[src/rtl/boot_loader.sv]
// Boot-time copy engine: moves a block of words from a one-cycle-latency source
// memory into instruction memory, one word every three clocks, with start/busy/done handshake.
module boot_loader #(
    parameter int DATA_WIDTH     = 32,
    parameter int ADDR_WIDTH     = 10,
    parameter int SRC_ADDR_WIDTH = 12,
    parameter int LEN_WIDTH      = 11
) (
    input  logic                      clk,
    input  logic                      reset,
    input  logic                      start,
    input  logic [SRC_ADDR_WIDTH-1:0] src_base,
    input  logic [ADDR_WIDTH-1:0]     dst_base,
    input  logic [LEN_WIDTH-1:0]      length,
    output logic [SRC_ADDR_WIDTH-1:0] src_addr,
    input  logic [DATA_WIDTH-1:0]     src_q,
    output logic [ADDR_WIDTH-1:0]     dst_addr,
    output logic [DATA_WIDTH-1:0]     dst_data,
    output logic                      dst_we,
    output logic                      busy,
    output logic                      done
);

    typedef enum logic [2:0] {
        S_IDLE,
        S_REQ,
        S_CAPT,
        S_WRITE,
        S_DONE
    } state_t;

    state_t state, state_nx;

    logic [SRC_ADDR_WIDTH-1:0] src_base_r, src_base_nx;
    logic [ADDR_WIDTH-1:0]     dst_base_r, dst_base_nx;
    logic [LEN_WIDTH-1:0]      len_r, len_nx;
    logic [LEN_WIDTH-1:0]      cnt, cnt_nx;
    logic [LEN_WIDTH-1:0]      cnt_inc;

    logic [SRC_ADDR_WIDTH-1:0] src_addr_nx;
    logic [ADDR_WIDTH-1:0]     dst_addr_nx;
    logic [DATA_WIDTH-1:0]     dst_data_nx;
    logic                      dst_we_nx;
    logic                      busy_nx;
    logic                      done_nx;

    // Base + offset with silent wrap to the address width of each memory.
    function automatic logic [SRC_ADDR_WIDTH-1:0] wrap_src(
        input logic [SRC_ADDR_WIDTH-1:0] base,
        input logic [LEN_WIDTH-1:0]      ofs
    );
        logic [SRC_ADDR_WIDTH+LEN_WIDTH-1:0] sum;
        sum = {{LEN_WIDTH{1'b0}}, base} + {{SRC_ADDR_WIDTH{1'b0}}, ofs};
        return sum[SRC_ADDR_WIDTH-1:0];
    endfunction

    function automatic logic [ADDR_WIDTH-1:0] wrap_dst(
        input logic [ADDR_WIDTH-1:0] base,
        input logic [LEN_WIDTH-1:0]  ofs
    );
        logic [ADDR_WIDTH+LEN_WIDTH-1:0] sum;
        sum = {{LEN_WIDTH{1'b0}}, base} + {{ADDR_WIDTH{1'b0}}, ofs};
        return sum[ADDR_WIDTH-1:0];
    endfunction

    assign cnt_inc = cnt + LEN_WIDTH'(1);

    always_comb begin
        state_nx    = state;
        src_base_nx = src_base_r;
        dst_base_nx = dst_base_r;
        len_nx      = len_r;
        cnt_nx      = cnt;
        src_addr_nx = src_addr;
        dst_addr_nx = dst_addr;
        dst_data_nx = dst_data;
        dst_we_nx   = 1'b0;
        busy_nx     = busy;
        done_nx     = 1'b0;

        case (state)
            S_IDLE: begin
                if (start) begin
                    src_base_nx = src_base;
                    dst_base_nx = dst_base;
                    len_nx      = length;
                    cnt_nx      = '0;
                    busy_nx     = 1'b1;
                    if (length != '0) begin
                        src_addr_nx = src_base;
                        state_nx    = S_REQ;
                    end else begin
                        // Empty copy: report completion without touching either memory.
                        done_nx  = 1'b1;
                        state_nx = S_DONE;
                    end
                end
            end
            S_REQ: begin
                state_nx = S_CAPT;
            end
            S_CAPT: begin
                dst_data_nx = src_q;
                dst_addr_nx = wrap_dst(dst_base_r, cnt);
                dst_we_nx   = 1'b1;
                state_nx    = S_WRITE;
            end
            S_WRITE: begin
                if (cnt_inc == len_r) begin
                    done_nx  = 1'b1;
                    state_nx = S_DONE;
                end else begin
                    cnt_nx      = cnt_inc;
                    src_addr_nx = wrap_src(src_base_r, cnt_inc);
                    state_nx    = S_REQ;
                end
            end
            S_DONE: begin
                busy_nx  = 1'b0;
                state_nx = S_IDLE;
            end
            default: begin
                busy_nx  = 1'b0;
                state_nx = S_IDLE;
            end
        endcase
    end

    always_ff @(posedge clk) begin
        if (reset) begin
            state      <= S_IDLE;
            src_base_r <= '0;
            dst_base_r <= '0;
            len_r      <= '0;
            cnt        <= '0;
            src_addr   <= '0;
            dst_addr   <= '0;
            dst_data   <= '0;
            dst_we     <= 1'b0;
            busy       <= 1'b0;
            done       <= 1'b0;
        end else begin
            state      <= state_nx;
            src_base_r <= src_base_nx;
            dst_base_r <= dst_base_nx;
            len_r      <= len_nx;
            cnt        <= cnt_nx;
            src_addr   <= src_addr_nx;
            dst_addr   <= dst_addr_nx;
            dst_data   <= dst_data_nx;
            dst_we     <= dst_we_nx;
            busy       <= busy_nx;
            done       <= done_nx;
        end
    end

endmodule

[config.mk]
export PLATFORM = sky130hd
export DESIGN_NAME = boot_loader
export DESIGN_NICKNAME = d
export VERILOG_FILES = /design/src/rtl/boot_loader.sv
export SDC_FILE = /design/constraint.sdc
export NUM_CORES = 1
export LEC_CHECK = 0
export BUFFER_PORTS_ARGS = -buffer_cell sky130_fd_sc_hd__clkbuf_2
export CAP_MARGIN = 20
export CORE_ASPECT_RATIO = 0.7
export CORE_MARGIN = 2
export CORE_UTILIZATION = 41
export CTS_CLUSTER_DIAMETER = 100
export DETAILED_ROUTE_END_ITERATION = 6
export SLEW_MARGIN = 20
export SYNTH_ARGS = -nofsm -noshare
export SYNTH_HDL_FRONTEND = slang
export SYNTH_SLANG_ARGS = --single-unit
[constraint.sdc]
create_clock -name clk -period 4.7 [get_ports clk]
set_clock_uncertainty 0.05 [all_clocks]
set_input_delay 0 -clock clk [delete_from_list [all_inputs] [get_ports clk]]
set_output_delay 0 -clock clk [all_outputs]
set_load 0.01 [all_outputs]
# Yosys cells after proc, flatten, opt, wreduce, memory -nomap -nowiden
# Cells that the tools add are included.
# op_classes
add_sub_neg	3
mul	0
div_mod_pow	0
order_cmp	0
n_eq_ne	7
shift	0
muxes	18
bitwise_logic	1
n_reduce_logical	8
# ops
cell	count
two-way mux 12 bit	3
one-hot mux 12 bit (2 select lines)	1
two-way mux 11 bit	2
one-hot mux 11 bit (2 select lines)	1
adder 12 x 11 -> 12 bit	1
one-hot mux 3 bit (4 select lines)	1
adder 11 x 1 -> 11 bit (second input constant)	1
equality test 11 bit	1
nonzero test 11 bit	1
adder 10 bit	1
two-way mux 3 bit	3
equality test 3 x 2 -> 1 bit (second input constant)	2
!= test 2 bit (second input constant)	3
two-way mux 1 bit	5
one-hot mux 1 bit (2 select lines)	2
AND reduction 2 bit	2
AND reduction 4 bit	1
equality test 3 x 1 -> 1 bit (second input constant)	1
logical NOT 3 bit	1
AND reduction 3 bit	1
OR reduction 3 bit	1
nonzero test 2 bit	1
inverter 1 bit	1
# totals
ff_bits	104
latch_bits	0
ramBits	0
romBits	0
inputBits	68
output_inout_bits	57
wordCells	48
mem_count	0

# Depth between registers and ports, before layout
# depth
ltp_word	4
depth_mapped	13
ltp_nobuf	12

# Least setup slack after synthesis
# No wires, ideal clock.
# synth_timing
kind	reg2reg
from	reg cnt[0]
to	reg src_addr[10]
setup_ns	0.086
t_arrival_ns	2.632
required_time_ns	4.564
slack_ns	1.933
path_stages_with_launch	12
path_buffers	0
synth_period_minus_slack_ns	2.767
path_cell_list	dfxtp_1 -> ha_1 -> and3_2 -> xnor2_1 -> ha_1 -> o21ai_0 -> o21ai_0 -> a2111oi_0 -> o41ai_1 -> xor2_1 -> mux2i_1 -> a211oi_1
# synth_between
elab_chain_cells	4
word_cells_on_any_way	7
classes_between	add/sub (2); eq/ne (2); mux (2); reduce/logical (1)
# synth_lines
element	line_no	text
start, declared	37	logic [LEN_WIDTH-1:0] cnt, cnt_nx;
start signal, assigned	147	cnt <= cnt_nx;
adder 11 x 1 -> 11 bit *	66	assign cnt_inc = cnt + LEN_WIDTH'(1);
adder 12 x 11 -> 12 bit / equality test 11 bit (equally long branches)	53, 109	
two-way mux 12 bit / != test 2 bit (equally long branches)	n/a	
one-hot mux 12 bit (2 select lines) / AND reduction 4 bit (equally long branches)	n/a	
end signal, assigned	148	src_addr <= src_addr_nx;
end, declared	15	output logic [SRC_ADDR_WIDTH-1:0] src_addr,
# Every way passes the cells marked *; elsewhere a longest branch is shown, timed or not. The select of a mux whose other input is x is not followed.
# A chain may end at the register's enable or synchronous reset.

# Worst setup path in the final report
# Same ends and word-level chain as after synthesis.

==> impl_results.md <==
- Largest net degree at the start of global routing: 53
- Synthesis Warnings: 0
- CTS Root Cell: clkbuf_16
- Final Non-Filler Cells: 995
- Gr usage total: 0.212
- # nets final: 918
- Share of the core filled with cells: 0.540
- Crit share post-route: 0.702
- Fin area: 7020 um^2
- Placed insts: 913
- Worst skew pair latency: 0.34 ns
- Clock-pin slew on the worst setup and hold paths: 0.08 ns
- Commonest cells post-synth: nand2_1 (163), dfxtp_1 (104), a21oi_1 (93)
- Finish-stage setup viols: 0
- Top area cells in the synthesized netlist: dfxtp_1 (38%), nand2_1 (11%), a21oi_1 (8.6%), ha_1 (5.5%), a211oi_1 (2.4%)
- Crit path max fanout: 8
- R2R Setup Slk: 1.40 ns
- Min cycle time layout: 3.30 ns
- Post-synth EDFFs: 0
- FMAX: 303 MHz
- Worst-margin pin slew: 0.917 ns
- Ys async rst share: 0
- DR WL/cell: 15.1 um
- Hold Vio Cnt, Final: 0
- CTS resizes: 0
- CTS tree: done
- Layout area overhead: 29.6%
- Num rows: 35
- Post-synthesis cell type count: 74
- Met3 Resource Use GR: 0.0520
- Starting density of the core: 0.416
- Register bit total from synthesis: 104
- GRT Max-Usage Layer: met2
- Total wire length: 15100 um
- Status: finished clean
- Cell taking the most area after synthesis: dfxtp_1
- Final GP Congestion: 0.896
- Number of port buffers: 124
- Synthesized cell area: 5420 um^2
- Worst EP arrival: 3.44 ns
- Via Count: 5215
- Peak VDD IR: 0.214 mV
- Fillers: 1219
- DR pass1 iterations: 5
- Post-CTS Setup Inserts: 0
- Clk buf depth: 2
- Sequential-to-total area share from yosys stat: 0.384
- Yosys top cell area share: 0.384
- DP Worst Slack: 1.50 ns
- Total grt overflow: 0
- Final Slew Violations: 0
- # IOs: 125
- Die ar.: 14200 um^2
- Top_reg_cell synth: dfxtp_1
- Vert. Die Dim: 100 um
- Hold/Removal Path Class: input pin to flip-flop
- Met1 Track Usage GR: 0.304
- Initial DRC count: 304
- Startpoint Class: flip-flop
- Worst Setup End Kind: flip-flop
- Die Wd: 141 um
- Pleak: 2.99 nW
- Most frequent cell after synthesis: nand2_1
- Synth Instances: 661
- Total power: 2.37 mW
- First-pass GRT wire length: 24300 um
- Total CTS buffers: 9
- Remaining DRCs: 0
- ANT cells: 0
- Max-cap violations: 0
- Syn nets: 755
- Mapped Avg Cell Area: 8.19 um^2
- Share of cells above drive strength 1: 0.211
- Final ANT Viol Nets: 0
- Cell Pwr Density: 338 nW/um^2
- # H-tree levels: 3
- Post-DP HPWL: 10500 um
- Slew headroom: 0.389
- CP Class: flip-flop to flip-flop
- Area of the core: 13000 um^2
- Vias in the first global route: 4900
- Vias per cell: 5.24
- Hold_ws: 0.232 ns
- WP data required: 4.84 ns
- Min setup slack post-route: 1.40 ns
- CTS sink count: 104
- Final TNS setup: 0 ns
- Global Route met2 Usage: 0.329
- CTS Hold Bufs: 66
- Area after DPL: 6040 um^2
- Initial antenna violation count: 0
- RSZ-0062 raised after global routing: false
-- per-layer routing --
layer | wire, um | vias up
li1 | - | 2619
met1 | 7490 | 2449
met2 | 6590 | 137
met3 | 892 | 10
met4 | 109 | 0
met5 | 0 | -
-- final cells by class --
type / instances / area (um^2) / area share
repair buffers: 194 / 1310 / 0.187
inverters: 15 / 56.3 / 0.00802
multi-input cells: 500 / 3050 / 0.435
well taps: 166 / 208 / 0.0296
clock buffers: 9 / 225 / 0.0321
flip-flops and latches: 104 / 2080 / 0.297
clock inverters: 7 / 86.3 / 0.0123
-- flip-flops by register name (all words and copies together), names as in the netlist --
name / count
busy: 1
len_r: 11
done: 1
src_addr: 12
dst_base_r: 10
dst_we: 1
state: 3
dst_addr: 10
src_base_r: 12
dst_data: 32
cnt: 11
-- report_power, final --
group / switching, mW / leakage [nW] / internal [mW] / total (mW)
clock network: 0.365 / 0.150 / 0.425 / 0.790
registers: 0.0622 / 0.848 / 0.967 / 1.03
logic: 0.324 / 1.99 / 0.229 / 0.552
-- placed cells by master (no fill, tap or decap), types with 5 or more instances in the layout --
cell and instances:
ha_1 24, a211oi_1 17, clkbuf_16 9, a22oi_1 5, clkbuf_2 123, a21o_1 6
a31o_1 5, inv_1 15, xor2_1 14, dfxtp_1 104, a21oi_1 93, dlygate4sd3_1 66
nor3_1 21, nand3_1 13, xnor2_1 14, nor2_1 28, o21ai_0 11, nand2_1 163
a31oi_1 7
-- path summary, 6_finish.rpt --
path	startpoint	end	cells after the start
min reg2reg	dst_data[4]$_SDFFE_PP0P_	dst_data[4]$_SDFFE_PP0P_	2
max reg2reg	cnt[0]$_SDFFE_PP0P_	src_addr[10]$_SDFFE_PP0P_	11
max	cnt[0]$_SDFFE_PP0P_	src_addr[10]$_SDFFE_PP0P_	11
min	reset	done$_SDFF_PP0_	2
-- worst max-delay path, cell delays in order (launching register included) --
cell	delay, ns
dfxtp_1	0.47
ha_1	0.33
nand3_2	0.25
nor2_1	0.32
xor2_1	0.18
ha_1	0.29
o21a_1	0.16
a2111oi_0	0.53
o41ai_1	0.18
xor2_1	0.16
mux2i_1	0.15
a211oi_1	0.08
-- cells by family after synthesis --
group | count (synthesis) | synth area share
XOR/XNOR | 33 | 0.0675
AO/OA/AOI/OAI | 170 | 0.201
AND/OR/NAND/NOR | 267 | 0.222
flip-flops | 104 | 0.384
adder cells (fa/ha/maj) | 26 | 0.0628
multiplexers | 4 | 0.00762
buffers and inverters | 57 | 0.0545
(Power assumes the default switching activity.)
